File: src/rtl/uart_tx_fifo.sv
// Buffered UART transmitter: a power-of-two FIFO feeding a start/data/parity/stop serialiser.
// TxD is registered so the line never glitches; all state uses a synchronous active-high reset.
module uart_tx_fifo #(
  parameter int unsigned CLK_FREQ   = 50_000_000,
  parameter int unsigned BAUD       = 115_200,
  parameter int unsigned DATA_BITS  = 8,
  parameter int unsigned PARITY     = 0,
  parameter int unsigned STOP_BITS  = 1,
  parameter int unsigned FIFO_DEPTH = 16
) (
  input  logic                        clk,
  input  logic                        rst,
  input  logic [DATA_BITS-1:0]        TxD_data,
  input  logic                        TxD_valid,
  output logic                        TxD_ready,
  output logic                        TxD,
  output logic                        TxD_busy,
  output logic [$clog2(FIFO_DEPTH):0] fifo_count,
  output logic                        overflow
);
  localparam int unsigned DIV = (CLK_FREQ + BAUD / 2) / BAUD;
  localparam int unsigned AW  = $clog2(FIFO_DEPTH);
  localparam int unsigned BW  = (DIV < 2) ? 1 : $clog2(DIV);
  localparam logic [BW-1:0] BaudLast = BW'(DIV - 1);
  localparam logic [3:0]    DataLast = 4'(DATA_BITS - 1);
  localparam logic [3:0]    StopLast = 4'(STOP_BITS - 1);
  localparam logic [AW:0]   Full     = (AW + 1)'(FIFO_DEPTH);

  if (DIV < 2) begin : g_bad_div
    $error("uart_tx_fifo: clock divider below 2");
  end
  if (DATA_BITS < 5 || DATA_BITS > 9 || STOP_BITS < 1 || STOP_BITS > 2 || PARITY > 2 ||
      FIFO_DEPTH < 2 || (FIFO_DEPTH & (FIFO_DEPTH - 1)) != 0) begin : g_bad_param
    $error("uart_tx_fifo: illegal parameter value");
  end

  typedef enum logic [2:0] {StIdle, StStart, StData, StParity, StStop} state_e;

  logic [DATA_BITS-1:0] r_mem [FIFO_DEPTH];
  logic [AW-1:0]        r_wr_ptr, r_rd_ptr;
  logic [AW:0]          r_count;
  logic                 r_overflow;
  logic                 w_wr, w_pop, w_full, w_empty;
  logic [DATA_BITS-1:0] w_head;

  state_e               r_state, w_state_d;
  logic [BW-1:0]        r_baud, w_baud_d;
  logic [3:0]           r_bit, w_bit_d;
  logic [DATA_BITS-1:0] r_shift, w_shift_d;
  logic                 r_par, w_par_d;
  logic                 r_txd, w_txd_d;
  logic                 w_baud_end;

  assign w_full     = (r_count == Full);
  assign w_empty    = (r_count == '0);
  assign w_wr       = TxD_valid && !w_full && !rst;
  assign w_head     = r_mem[r_rd_ptr];
  assign w_baud_end = (r_baud == BaudLast);

  always_ff @(posedge clk) begin
    if (rst) begin
      r_wr_ptr   <= '0;
      r_rd_ptr   <= '0;
      r_count    <= '0;
      r_overflow <= 1'b0;
    end else begin
      if (w_wr)  r_wr_ptr <= r_wr_ptr + 1'b1;
      if (w_pop) r_rd_ptr <= r_rd_ptr + 1'b1;
      if (w_wr && !w_pop)      r_count <= r_count + 1'b1;
      else if (!w_wr && w_pop) r_count <= r_count - 1'b1;
      r_overflow <= TxD_valid && w_full;
    end
  end

  // Storage needs no reset: clearing the pointers discards the contents.
  always_ff @(posedge clk) begin
    if (w_wr) r_mem[r_wr_ptr] <= TxD_data;
  end

  always_comb begin
    w_state_d = r_state;
    w_baud_d  = r_baud + 1'b1;
    w_bit_d   = r_bit;
    w_shift_d = r_shift;
    w_par_d   = r_par;
    w_txd_d   = r_txd;
    w_pop     = 1'b0;
    unique case (r_state)
      StIdle: begin
        w_baud_d = '0;
        w_txd_d  = 1'b1;
        if (!w_empty) begin
          w_pop     = 1'b1;
          w_state_d = StStart;
          w_txd_d   = 1'b0;
        end
      end
      StStart: begin
        if (w_baud_end) begin
          w_state_d = StData;
          w_baud_d  = '0;
          w_bit_d   = '0;
          w_txd_d   = r_shift[0];
        end
      end
      StData: begin
        if (w_baud_end) begin
          w_baud_d = '0;
          if (r_bit == DataLast) begin
            w_bit_d = '0;
            if (PARITY != 0) begin
              w_state_d = StParity;
              w_txd_d   = r_par;
            end else begin
              w_state_d = StStop;
              w_txd_d   = 1'b1;
            end
          end else begin
            w_bit_d   = r_bit + 1'b1;
            w_shift_d = r_shift >> 1;
            w_txd_d   = r_shift[1];
          end
        end
      end
      StParity: begin
        if (w_baud_end) begin
          w_state_d = StStop;
          w_baud_d  = '0;
          w_bit_d   = '0;
          w_txd_d   = 1'b1;
        end
      end
      StStop: begin
        if (w_baud_end) begin
          w_baud_d = '0;
          if (r_bit == StopLast) begin
            w_bit_d = '0;
            // Chain straight into the next frame when data is waiting.
            if (!w_empty) begin
              w_pop     = 1'b1;
              w_state_d = StStart;
              w_txd_d   = 1'b0;
            end else begin
              w_state_d = StIdle;
              w_txd_d   = 1'b1;
            end
          end else begin
            w_bit_d = r_bit + 1'b1;
          end
        end
      end
      default: begin
        w_state_d = StIdle;
        w_txd_d   = 1'b1;
      end
    endcase
    if (w_pop) begin
      w_shift_d = w_head;
      w_par_d   = (PARITY == 1) ? ~^w_head : ^w_head;
    end
  end

  always_ff @(posedge clk) begin
    if (rst) begin
      r_state <= StIdle;
      r_baud  <= '0;
      r_bit   <= '0;
      r_shift <= '0;
      r_par   <= 1'b0;
      r_txd   <= 1'b1;
    end else begin
      r_state <= w_state_d;
      r_baud  <= w_baud_d;
      r_bit   <= w_bit_d;
      r_shift <= w_shift_d;
      r_par   <= w_par_d;
      r_txd   <= w_txd_d;
    end
  end

  assign TxD        = r_txd;
  assign TxD_ready  = !w_full;
  assign TxD_busy   = !((r_state == StIdle) && w_empty);
  assign fifo_count = r_count;
  assign overflow   = r_overflow;

endmodule

File: config.mk
export PLATFORM = sky130hd
export DESIGN_NAME = uart_tx_fifo
export DESIGN_NICKNAME = d
export VERILOG_FILES = /design/src/rtl/uart_tx_fifo.sv
export SDC_FILE = /design/constraint.sdc
export NUM_CORES = 1
export LEC_CHECK = 0
export BUFFER_PORTS_ARGS = -buffer_cell sky130_fd_sc_hd__buf_2
export CAP_MARGIN = 30
export CORE_AREA = 2 2 128 130
export CTS_CLUSTER_DIAMETER = 80
export DETAILED_ROUTE_END_ITERATION = 10
export DIE_AREA = 0 0 130 132
export GPL_ROUTABILITY_DRIVEN = 0
export GPL_TIMING_DRIVEN = 0
export SKIP_LAST_GASP = 1
export SLEW_MARGIN = 40
export SYNTH_ARGS = -nofsm -noshare
export SYNTH_HDL_FRONTEND = slang
export SYNTH_SLANG_ARGS = --single-unit
File: constraint.sdc
create_clock -name clk -period 3.9 [get_ports clk]
set_input_delay 0.585 -clock clk [delete_from_list [all_inputs] [get_ports clk]]
set_output_delay 0.585 -clock clk [all_outputs]
set_load 0.02 [all_outputs]
-- Word-level counts from Yosys, hierarchy flattened
Memories as Yosys holds them, arrays and structs flattened. A register that Yosys moved wholly into a read port is not among the register bits.
Cells that the tools add are included.
- register bits: 39
- memory bits (writable): 128
- bits of input ports: 11
- output and inout port bits: 9
- memories: 1
- add/sub/neg operators: 6
- equal/unequal tests: 16
- mux-type cells: 39
- reductions and logical operators: 24
- memory list (memory ; depth ; width ; rd ports ; clocked after memory_dff ; write ports ; RTL line ; text):
    r_mem ; 16 ; 8 ; 1 ; 1 ; 1 ; 39 ; logic [DATA_BITS-1:0] r_mem [FIFO_DEPTH];
- operators with widths (kind ; count):
    two-way mux 8 bit ; 4
    two-way mux 4 bit ; 7
    two-way mux 3 bit ; 7
    case mux 9 bit (2 select lines) ; 1
    inequality test 2 bit, second input constant ; 8
    case mux 3 bit (5 select lines) ; 1
    two-way mux 1 bit ; 13
    adder 4 x 1 -> 4 bit, second input constant ; 3
    case mux 4 bit (3 select lines) ; 1
    two-way mux 5 bit ; 2
    adder 9 x 1 -> 9 bit, second input constant ; 1
    == test 9 bit, second input constant ; 1
    two-way mux 9 bit ; 1
    AND reduction 7 bit ; 1
    == test 3 x 2 -> 1 bit, second input constant ; 2
    logical AND 1 bit ; 6
    nonzero test 2 bit ; 3
    adder 5 x 1 -> 5 bit, second input constant ; 1
    == test 5 bit, second input constant ; 1
    logical NOT 1 bit ; 5
    logical NOT 5 bit ; 1
    case mux 1 bit (5 select lines) ; 1
    AND reduction 5 bit ; 1
    subtractor 5 x 1 -> 5 bit, second input constant ; 1
    other kinds (12) ; 12

-- Longest topological paths before layout
Gate-level depths: netlist (run 1).
- depth after elaboration: 8
- gate-level depth with buffers: 16

-- Worst setup path after synthesis (run 1)
OpenSTA, ideal clock, no wires.
- path type: reg-to-reg
- start: register r_count[0] (netlist: fifo_count[0])
- end: register r_count[4] (netlist: fifo_count[4])
- setup time: 0.121 ns
- data arrival time: 3.087 ns
- data required time: 3.779 ns
- path slack: 0.692 ns
- stages on the path, launching flop included: 14
- period minus slack after synthesis: 3.208 ns
- cell sequence: dfxtp_1 -> or4_1 -> o21ai_1 -> a21oi_4 -> inv_2 -> buf_6 -> ha_1 -> inv_1 -> ha_1 -> nor2b_1 -> o21a_1 -> or3_1 -> a21oi_1 -> mux2_2
- cells in the longest elaborated chain, start to end: 8
- RTL lines (item ; RTL line ; text):
    start: declaration ; 41 ; logic [AW:0] r_count;
    start signal: assignment ; 69 ; if (w_wr && !w_pop) r_count <= r_count + 1'b1;
    start signal: assignment ; 70 ; else if (!w_wr && w_pop) r_count <= r_count - 1'b1;
    logical NOT 5 bit ; 55 ; assign w_empty = (r_count == '0);
    two-way mux 1 bit ; 92, 139 ;
    two-way mux 1 bit ; 136 ; if (r_bit == StopLast) begin
    two-way mux 1 bit ; 134 ; if (w_baud_end) begin
    case mux 1 bit (2 select lines) ; 88 ; unique case (r_state)
    logical NOT 1 bit ; 69 ;
    logical AND 1 bit ; 69 ;
    two-way mux 5 bit / nonzero test 2 bit (equally long branches) ; - ;
Several ways; a longest one is shown, not always the timed one. The select of a mux whose other input is x is not followed.
A chain may end at the register's enable or synchronous reset.

-- Worst setup path in the final report (run 1)
- start: register r_baud[0]
- end: register r_count[4] (netlist: fifo_count[4])
- cells in the longest elaborated chain, start to end: 6
- RTL lines (item ; RTL line ; text):
    start: declaration ; 47 ; logic [BW-1:0] r_baud, w_baud_d;
    start signal: assignment ; 173 ; r_baud <= w_baud_d;
    == test 9 bit (*) ; 58 ; assign w_baud_end = (r_baud == BaudLast);
    two-way mux 1 bit (*) ; 134 ;
    case mux 1 bit (2 select lines) (*) ; 88 ;
    logical NOT 1 bit ; 69 ;
    logical AND 1 bit ; 69 ;
    two-way mux 5 bit / nonzero test 2 bit (equally long branches) ; - ;
Every way passes the cells marked *; elsewhere a longest branch is shown, timed or not.

==> flow_summary.json, run 1 <==
{
  "dr.pass1.iters": 4,
  "clkLatencyLatePin_ns": 0.43,
  "syn-num-nets": 480,
  "p_leak_nw": 2.65,
  "status": "finished, final reports clean",
  "ir_worst_vdd_v": 0.000346,
  "ys.flop_type": "edfxtp_1",
  "timing.fmax_ghz": 0.273,
  "yosysUniqueCellTypes": 50,
  "report.final.slew_viol_count": 0,
  "cts_buffers": 17,
  "drt_iter0_drc": 362,
  "core_area_mm2": 0.0157,
  "cpPeakStageDelay_ns": 0.40,
  "clk_pin_slew_worst_paths_ns": 0.07,
  "ios": 20,
  "crit_chain": "ha_1 > and4_1 > clkbuf_1 > nand3_2 > a21oi_4 > inv_2 > buf_6 > ha_1 > inv_1 > ha_1 > nor2b_1 > o21a_1 > or3_1 > a21oi_1 > mux2_2",
  "area_delta_synth_final_pct": 14.6,
  "drc": 0,
  "fill_cells": 1333,
  "pwr-share-clk_pct": 32.5,
  "grt_pass1_wl_um": 22000,
  "max_slew_margin_pct": 51.8,
  "rows": 46,
  "fin_nets": 522,
  "end_kind": "register",
  "synth_edf_count": 128,
  "rsz0062_at_grt": "false",
  "hold_viol_final": 0,
  "hold_buffers": 0,
  "cts_htree_levels": 4,
  "fin_area_mm2": 0.00802,
  "power.internal_mw": 3.48,
  "critPathKind": "register to register",
  "numPortBuffers": 19,
  "ys_warn_count": 0,
  "finalWorstSetupSlack_ns": 0.234,
  "timing.critical_path.from_type": "register",
  "seqPwrFrac_pct": 42.8,
  "multi_input_area_mm2": 0.00218,
  "async_reset_ff_share_pct": 0,
  "cts_setup_buffers": 0,
  "grt_max_degree": 19,
  "fp.dieH_um": 132,
  "period_needed_ns": 3.67,
  "fin_skew_ns": 0.00960,
  "finalSetupViolCount": 0,
  "antenna_found_initial": 0,
  "powerDensity_mw_per_mm2": 622,
  "clock_sinks": 171,
  "fin_cells": 726,
  "power_frac_comb_pct": 24.7,
  "detailedPlacementHpwl_um": 9250,
  "finalSetupTns_ns": 0,
  "ys_seq_elements": 171,
  "seq_area_mm2": 0.00470,
  "switching_share_pct": 30.3,
  "critPathMaxFanout": 10,
  "drive_gt1_share_pct": 24.7,
  "seq_area_frac_synth_pct": 67.2,
  "crit_arrival_ns": 3.98,
  "crit_buf_inv": 4,
  "final_antenna_net_count": 0,
  "start_util_pct": 44.6,
  "place_ws_ns": 0.248,
  "max_cap_violations": 0,
  "vias": 3886,
  "die_w_um": 130,
  "period_share_pct": 94.0,
  "cts_tree": "built",
  "dpl-instance-area_mm2": 0.00743,
  "n_antenna_cell": 0,
  "die-area_mm2": 0.0172,
  "wl_um": 13800,
  "tightest_slew_ns": 0.723,
  "dp.cells": 694,
  "gr-total-overflow": 0,
  "hp-class": "primary input to register",
  "cp_top_family": "simple AND/OR/NAND/NOR gates",
  "cp_common_cell": "ha_1",
  "grt_use_total_pct": 17.6,
  "postSynthAreaPerCell_um2": 15.4,
  "grt_pass1_vias": 3964,
  "worstPathRequired_ns": 4.22,
  "synthCells": 455,
  "power_switching_mw": 1.51,
  "cts_root_buffer": "clkbuf_16",
  "via_per_inst": 5.35,
  "netlist_area_mm2": 0.00700,
  "clockBufferDepth": 2,
  "slowest_stage": "dfxtp_1",
  "routedWlPerCell_um": 19.0
}
==> worst register-to-register path, delay by kind of cell, from the launching register on <==
kind                     cells  cell delay [ns]
AND/OR/NAND/NOR              4             0.81
AO/OA/AOI/OAI                3             0.77
adder cells (fa/ha/maj)      3             0.68
buffers and inverters        4             0.56
flip-flops                   1             0.40
multiplexers                 1             0.36
==> stage by stage <==
| stage | utilization [%] | hold slack [ns] | total power [mW] |
|---|---|---|---|
| 6_report | 51.1 | 0.441 | 4.99 |
| 4_1_cts | 51.0 | 0.408 | 5.02 |
| 5_1_grt | 51.1 | 0.434 | 5.24 |
| 3_3_place_gp | 46.9 | 0.456 | 3.37 |
| 2_1_floorplan | - | 0.444 | 3.10 |
| 3_5_place_dp | 47.3 | 0.462 | 3.42 |
==> state kept, by name, summed over array words and instances (netlist names), named ones only <==
signal and count:
r_bit 4, fifo_count 5, overflow 1, r_mem 128, r_state 3, r_rd_ptr 4, TxD 1, r_baud 9
r_shift 8, r_wr_ptr 4
==> path summary, 6_finish.rpt <==
kind,startpoint,endpoint,slack (ns),cells after the start
hold / removal,TxD_valid,overflow$_SDFF_PP0_,0.44,3
setup reg to reg,r_baud[0]$_SDFF_PP0_,fifo_count[4]$_SDFFE_PP0P_,0.23,15
hold reg to reg,r_shift[2]$_SDFFE_PP0P_,r_shift[2]$_SDFFE_PP0P_,0.47,2
setup / recovery,r_baud[0]$_SDFF_PP0_,fifo_count[4]$_SDFFE_PP0P_,0.23,15
==> layout make-up <==
type | instances | area share, %
Multi-Input combinational cell | 243 | 27.2
Timing Repair Buffer | 23 | 1.50
Clock inverter | 15 | 1.87
Clock buffer | 17 | 5.30
Buffer | 22 | 1.26
Inverter | 19 | 0.889
Sequential cell | 171 | 58.6
Tap cell | 216 | 3.37
==> routing by layer <==
metal / part of all wire, % / track usage (%)
met1: 44 / 22.8
met2: 52 / 29.1
met3: 3.9 / 4.67
met4: 0.88 / 4.96
met5: 0 / 0
==> logic make-up (layout without fill, tap and decap cells) <==
| logic type | after synthesis | count (layout) | synth area share, % |
|---|---|---|---|
| and+or+nand+nor | 120 | 120 | 8.72 |
| xor gates and xnor gates | 13 | 13 | 1.63 |
| buffers and inverters | 41 | 96 | 2.47 |
| adders and majority gates | 15 | 15 | 2.75 |
| AOI/OAI and AO/OA | 59 | 59 | 6.18 |
| muxes | 36 | 36 | 11.1 |
| DFF | 171 | 171 | 67.2 |
==> placed cells by master (no fill, tap or decap), drive strengths merged, types with 2 or more instances in the layout <==
| cell | Yosys | routed |
|---|---|---|
| xnor2 | 8 | 8 |
| a2111oi | 6 | 6 |
| a21oi | 19 | 19 |
| clkinvlp | 0 | 2 |
| nand2b | 4 | 4 |
| o21ai | 9 | 9 |
| a21o | 3 | 3 |
| o211ai | 2 | 2 |
| nand4 | 3 | 3 |
| nor2b | 7 | 7 |
| mux2i | 2 | 2 |
| and2 | 2 | 2 |
| nor4b | 2 | 2 |
| nor3 | 5 | 5 |
| nor3b | 3 | 3 |
| nand2 | 18 | 18 |
| nand3 | 8 | 8 |
| or3 | 5 | 5 |
| buf | 9 | 32 |
| mux4 | 33 | 33 |
| xor2 | 5 | 5 |
| nor2 | 49 | 49 |
| clkbuf | 13 | 30 |
| and3 | 7 | 7 |
| a211oi | 2 | 2 |
| a22oi | 14 | 14 |
| inv | 19 | 27 |
| edfxtp | 128 | 128 |
| or4 | 3 | 3 |
| clkinv | 0 | 5 |
| dfxtp | 43 | 43 |
| ha | 13 | 13 |
==> timing repair <==
action	in CTS	in global routing
endpoints found under the hold margin	0	0
endpoints found under the setup margin	0	1
gates resized for setup	0	0
==> cell usage after synthesis (2+ instances only) <==
library cell	instances	share of area (%)
a2111oi_2	6	1.3
a211oi_1	2	0.21
a21o_1	3	0.32
a21oi_1	18	1.3
a22oi_1	14	1.5
and3_1	7	0.63
buf_2	6	0.43
clkbuf_1	13	0.70
dfxtp_1	43	12
edfxtp_1	128	55
ha_1	13	2.3
inv_1	18	0.96
mux2i_1	2	0.29
mux4_2	33	11
nand2_1	18	0.96
nand2b_1	4	0.36
nand3_1	7	0.50
nand4_1	3	0.27
nor2_1	49	2.6
nor2b_1	7	0.63
nor3_1	5	0.36
nor3b_1	3	0.32
o211ai_1	2	0.21
o21ai_0	8	0.57
or3_1	5	0.45
or4_1	3	0.32
xnor2_1	8	1.0
xor2_1	5	0.63
==> power by group through the flow <==
stage | clock network [mW] | registers, mW | logic, mW
floorplan | 0 | 2.18 | 0.918
global placement | 0 | 2.17 | 1.20
detailed placement | 0 | 2.18 | 1.24
CTS | 1.64 | 2.14 | 1.25
global route | 1.73 | 2.15 | 1.37
finish | 1.62 | 2.13 | 1.23
(Power assumes the default switching activity.)
==> inputs of run 2 (changes only) <==
--- a/config.mk
+++ b/config.mk
@@ -5,12 +5,13 @@
 export SDC_FILE = /design/constraint.sdc
 export NUM_CORES = 1
 export LEC_CHECK = 0
+export ABC_AREA = 1
 export BUFFER_PORTS_ARGS = -buffer_cell sky130_fd_sc_hd__buf_2
 export CAP_MARGIN = 30
-export CORE_AREA = 2 2 128 130
+export CORE_AREA = 2 2 133 135
 export CTS_CLUSTER_DIAMETER = 80
 export DETAILED_ROUTE_END_ITERATION = 10
-export DIE_AREA = 0 0 130 132
+export DIE_AREA = 0 0 135 137
 export GPL_ROUTABILITY_DRIVEN = 0
 export GPL_TIMING_DRIVEN = 0
 export SKIP_LAST_GASP = 1
==> flow_summary.json, run 2 <==
{
  "grt_max_degree": 17,
  "dr.pass1.iters": 5,
  "hp-class": "primary input to register",
  "synth_edf_count": 128,
  "ios": 20,
  "postSynthAreaPerCell_um2": 9.47,
  "cts_tree": "built",
  "largest_reg_flops": 128,
  "finalSetupTns_ns": 0,
  "area_delta_synth_final_pct": 13.4,
  "power_mw": 5.74,
  "drt_iter0_drc": 449,
  "yosysMostFrequentCell": "nand2_1",
  "syn-num-nets": 822,
  "antenna_found_initial": 0,
  "yosysTopAreaCell": "edfxtp_1",
  "r2r-end": "fifo_count[4]$_SDFFE_PP0P_",
  "netlist_area_mm2": 0.00755,
  "period_needed_ns": 2.92,
  "async_reset_ff_share_pct": 0,
  "cts_setup_buffers": 0,
  "ys_seq_elements": 171,
  "r2r-start": "r_bit[0]$_SDFFE_PP0P_",
  "fin_nets": 860,
  "crit_arrival_ns": 3.24,
  "wl_um": 18000,
  "regMostFlops": "r_mem",
  "top_regs": "r_mem (128), r_baud (9), r_shift (8)",
  "grt_pass1_wl_um": 27300,
  "finalSetupViolCount": 0,
  "grt_use_total_pct": 20.4,
  "critical_path.startpoint": "r_bit[0]$_SDFFE_PP0P_",
  "final_common_cell": "nand2_1",
  "critPathMaxFanout": 10,
  "tightest_slew_ns": 0.845,
  "final_antenna_net_count": 0,
  "status": "finished, final reports clean",
  "r2r_cells": 19,
  "fill_cells": 1578,
  "worstPathRequired_ns": 4.22,
  "ys.flop_type": "edfxtp_1",
  "timing.critical_path.from_type": "register",
  "timing.fmax_ghz": 0.343,
  "synthCells": 797,
  "start_util_pct": 44.3,
  "synth_top_area_share_pct": 50.9,
  "rrSetupSlack_ns": 0.98,
  "seq_area_frac_synth_pct": 62.3,
  "clkLatencyLatePin_ns": 0.43,
  "gr-total-overflow": 0,
  "cts_root_buffer": "clkbuf_16",
  "max_slew_margin_pct": 43.5,
  "die_w_um": 135,
  "endpoint": "fifo_count[4]$_SDFFE_PP0P_",
  "synthTopCellsByCount": "238 x nand2_1, 128 x edfxtp_1, 105 x inv_1",
  "rows": 48,
  "powerDensity_mw_per_mm2": 670,
  "p_leak_nw": 3.48,
  "clockBufferDepth": 2,
  "finalWorstSetupSlack_ns": 0.984,
  "ir_worst_vdd_v": 0.000368,
  "clk_pin_slew_worst_paths_ns": 0.07,
  "hold_buffers": 0,
  "yosysUniqueCellTypes": 31,
  "period_share_pct": 74.8,
  "fin_skew_ns": 0.00703,
  "n_antenna_cell": 0,
  "detailedPlacementHpwl_um": 12200,
  "end_kind": "register",
  "routedWlPerCell_um": 16.7,
  "vias": 5420,
  "ys_warn_count": 0,
  "fp.dieH_um": 137,
  "core_area_mm2": 0.0171,
  "netlist_top_cells_area": "edfxtp_1 51%, nand2_1 12%, dfxtp_1 11%",
  "via_per_inst": 5.05,
  "grt_pass1_vias": 4901,
  "critPathKind": "register to register",
  "clock_sinks": 171,
  "ctsResizeCount": 0,
  "drive_gt1_share_pct": 9.55,
  "die-area_mm2": 0.0185,
  "report.final.slew_viol_count": 0,
  "rsz0062_at_grt": "false",
  "place_ws_ns": 1.03,
  "max_cap_violations": 0,
  "drc": 0,
  "cts_buffers": 17,
  "hold_viol_final": 0,
  "mostFrequentLayoutCells": "238 x nand2_1, 128 x edfxtp_1, 105 x inv_1, 104 x nand3_1, 44 x nor2_1",
  "numPortBuffers": 19,
  "cts_htree_levels": 4
}
run 2: cell count changes in the layout (fill, tap and decap cells not counted), moves of 6 or more:
cell | before | now
nand2_1 | 18 | 238
nand3_1 | 7 | 104
inv_1 | 18 | 105
mux4_2 | 33 | 0
a22oi_1 | 14 | 0
a21oi_1 | 17 | 30
o21ai_0 | 8 | 20
nor2_2 | 12 | 4
and3_1 | 7 | 0
nor2_1 | 37 | 44
nor2b_1 | 7 | 0
a2111oi_2 | 6 | 0
run 2: critical path, stage by stage (launching register included):
cell     delay (ns)
dfxtp_1        0.36
inv_1          0.08
ha_1           0.19
nand2_1        0.09
nor2_1         0.06
nand3_2        0.11
nand2_1        0.08
nand2_2        0.15
buf_4          0.22
ha_1           0.26
inv_1          0.11
ha_1           0.33
nand2_1        0.08
nand2_1        0.05
a21oi_1        0.18
nor2_1         0.06
nor2_1         0.12
nand2_1        0.06
o21ai_0        0.15
nor2_1         0.06
run 2: area by class of cell:
| cell class | count | area (µm²) | area share, % |
|---|---|---|---|
| Clock buffer | 17 | 425 | 4.97 |
| Clock inverter | 15 | 208 | 2.43 |
| Tap cell | 225 | 282 | 3.29 |
| Inverter | 108 | 405 | 4.73 |
| Buffer | 30 | 138 | 1.61 |
| Multi-Input combinational cell | 488 | 2310 | 26.9 |
| Timing Repair Buffer | 19 | 95.1 | 1.11 |
| Sequential cell | 171 | 4700 | 54.9 |
run 2: layer usage:
layer	up-vias	track usage, %	part of all wire, %
met5	-	0	0
met4	0	6.19	1.7
met3	21	4.30	6.4
met2	149	33.2	49
met1	2571	27.5	43
li1	2679	-	-
run 2: how the worst min path moves through the flow:
stage,depth (start not counted),slack (ns),startpoint,endpoint
after detailed placement,2,0.45,TxD$_SDFFE_PP1P_,TxD$_SDFFE_PP1P_
after global routing,3,0.41,TxD_valid,overflow$_SDFF_PP0_
after floorplan,1,0.43,r_baud[0]$_SDFF_PP0_,r_baud[0]$_SDFF_PP0_
after CTS,3,0.39,TxD_valid,overflow$_SDFF_PP0_
final,3,0.40,TxD_valid,overflow$_SDFF_PP0_
after global placement,2,0.45,TxD$_SDFFE_PP1P_,TxD$_SDFFE_PP1P_
run 2: per-stage QoR:
stage	util (%)	hold WS [ns]	instance area, µm²	cells
5_1_grt	50.2	0.406	8560	1073
3_3_place_gp	46.5	0.450	7930	1041
2_1_floorplan	-	0.433	7550	797
3_5_place_dp	46.5	0.455	7930	1041
4_1_cts	50.2	0.387	8560	1073
6_report	50.2	0.400	8560	1073
run 2: power by group:
part           switching, mW  internal, mW
sequential            0.0845          2.07
clock                  0.734          1.09
combinational           1.22         0.546
run 2: cells by family (layout without fill, tap and decap cells):
group | after synthesis | in the layout | synth area share (%)
adders and majority gates | 14 | 14 | 2.42
AOI/OAI and AO/OA | 59 | 59 | 4.33
xor gates and xnor gates | 8 | 8 | 0.928
and+or+nand+nor | 407 | 407 | 22.8
buffers and inverters | 138 | 189 | 7.19
DFF | 171 | 171 | 62.3
==> inputs of run 3 (changes only) <==
==> constraint.sdc (replaced) <==
create_clock -name clk -period 2.8 [get_ports clk]
set_input_delay 0.42 -clock clk [delete_from_list [all_inputs] [get_ports clk]]
set_output_delay 0.42 -clock clk [all_outputs]
set_load 0.02 [all_outputs]
==> flow_summary.json, run 3 (synthesis results as in run 2) <==
{
  "vias": 5472,
  "seq_area_mm2": 0.00471,
  "crit_arrival_ns": 2.86,
  "clk_pin_slew_worst_paths_ns": 0.07,
  "drc": 0,
  "cts_tree": "built",
  "gr-total-overflow": 0,
  "grt_max_degree": 17,
  "worstPathRequired_ns": 3.12,
  "fp.dieH_um": 137,
  "numPortBuffers": 19,
  "clock_sinks": 171,
  "finalSetupViolCount": 0,
  "detailedPlacementHpwl_um": 12200,
  "mostFrequentLayoutCells": "236 x nand2_1, 128 x edfxtp_1, 104 x inv_1, 104 x nand3_1, 42 x nor2_1",
  "status": "finished, final reports clean",
  "powerDensity_mw_per_mm2": 942,
  "critPathMaxFanout": 10,
  "die_w_um": 135,
  "holdWs_ns": 0.235,
  "critPathKind": "register to register",
  "clkLatencyLatePin_ns": 0.43,
  "multi_input_area_mm2": 0.00236,
  "grt_use_total_pct": 20.4,
  "finalSetupTns_ns": 0,
  "hold_buffers": 0,
  "fin_skew_ns": 0.00736,
  "rsz0062_at_grt": "false",
  "period_share_pct": 90.7,
  "cts_root_buffer": "clkbuf_16",
  "hold_viol_final": 0,
  "die-area_mm2": 0.0185,
  "max_slew_margin_pct": 42.8,
  "ir_worst_vdd_v": 0.000486,
  "fill_cells": 1568,
  "hp-class": "primary input to register",
  "area_delta_synth_final_pct": 14.5,
  "largest_reg_flops": 128,
  "n_antenna_cell": 0,
  "fin_util_pct": 50.7,
  "clockBufferDepth": 2,
  "rows": 48,
  "final_antenna_net_count": 0,
  "fin_cells": 1076,
  "cts_htree_levels": 4,
  "grt_pass1_vias": 4908,
  "start_util_pct": 44.3,
  "p_leak_nw": 3.50,
  "via_per_inst": 5.09,
  "period_needed_ns": 2.54,
  "drt_iter0_drc": 516,
  "core_area_mm2": 0.0171,
  "drive_gt1_share_pct": 11.3,
  "cts_buffers": 17,
  "top_regs": "r_mem (128), r_baud (9), r_shift (8)",
  "tightest_slew_ns": 0.855,
  "regMostFlops": "r_mem",
  "dp.cells": 1041,
  "final_common_cell": "nand2_1",
  "dr.pass1.iters": 5,
  "report.final.slew_viol_count": 0,
  "timing.fmax_ghz": 0.394,
  "end_kind": "register",
  "timing.critical_path.from_type": "register",
  "max_cap_violations": 0,
  "wl_um": 18100,
  "ios": 20,
  "fin_nets": 863,
  "antenna_found_initial": 0,
  "routedWlPerCell_um": 16.8,
  "grt_pass1_wl_um": 27300
}
run 3: report_power, final:
group	total (mW)	leakage, nW	internal (mW)	switching [mW]
Combinational	2.60	1.68	0.864	1.74
Sequential	3.01	1.51	2.89	0.124
Clock	2.53	0.310	1.51	1.02
Total	8.14	3.50	5.26	2.88
run 3: worst max-delay path: stages, from the launching register on:
cell and delay (ns):
dfxtp_1 0.33, inv_1 0.06, ha_1 0.13, nand2_1 0.08, nor2_4 0.15, nand3_2 0.14, nand2_2 0.10, nand2_4 0.09
buf_8 0.16, ha_4 0.18, fa_2 0.35, inv_1 0.06, nand2_1 0.04, nand2_1 0.06, a21oi_2 0.06, nor2_1 0.09
nor2_1 0.06, buf_4 0.12, a21oi_1 0.11, nor2_1 0.06
run 3: final timing paths:
kind / start / to / slack, ns / cells after the start
max: r_baud[1]$_SDFF_PP0_ / fifo_count[4]$_SDFFE_PP0P_ / 0.26 / 19
min reg2reg: r_baud[0]$_SDFF_PP0_ / r_baud[0]$_SDFF_PP0_ / 0.43 / 1
max reg2reg: r_baud[1]$_SDFF_PP0_ / fifo_count[4]$_SDFFE_PP0P_ / 0.26 / 19
min: TxD_valid / overflow$_SDFF_PP0_ / 0.24 / 3
run 3: area by class of cell:
class / count / area share, %
plain buffers: 30 / 1.68
clock buffers: 17 / 4.92
clock inverters: 15 / 2.40
inverters: 108 / 4.69
multi-input cells: 488 / 27.3
flip-flops and latches: 171 / 54.4
well taps: 225 / 3.26
repair buffers: 22 / 1.36
run 3: per-layer routing:
metal	global-route usage (%)	part of all wire, %
met1	27.5	43
met2	33.3	49
met3	4.30	6.1
met4	6.19	1.6
met5	0	0
run 3: timing repair:
action | CTS | global route
buffers inserted | 0 | 3
resized for setup | 3 | 14
endpoints found under the setup margin | 1 | 1
pin swaps | 0 | 4
run 3: per-stage QoR:
step	total power, mW	worst slack (ns)	cell area (µm²)
floorplan	4.73	0.286	7550
global placement	5.47	-0.0160	7930
detailed placement	5.49	-0.0687	7930
CTS	8.05	0.00503	8570
global route	8.59	0.0253	8650
finish	8.14	0.260	8650
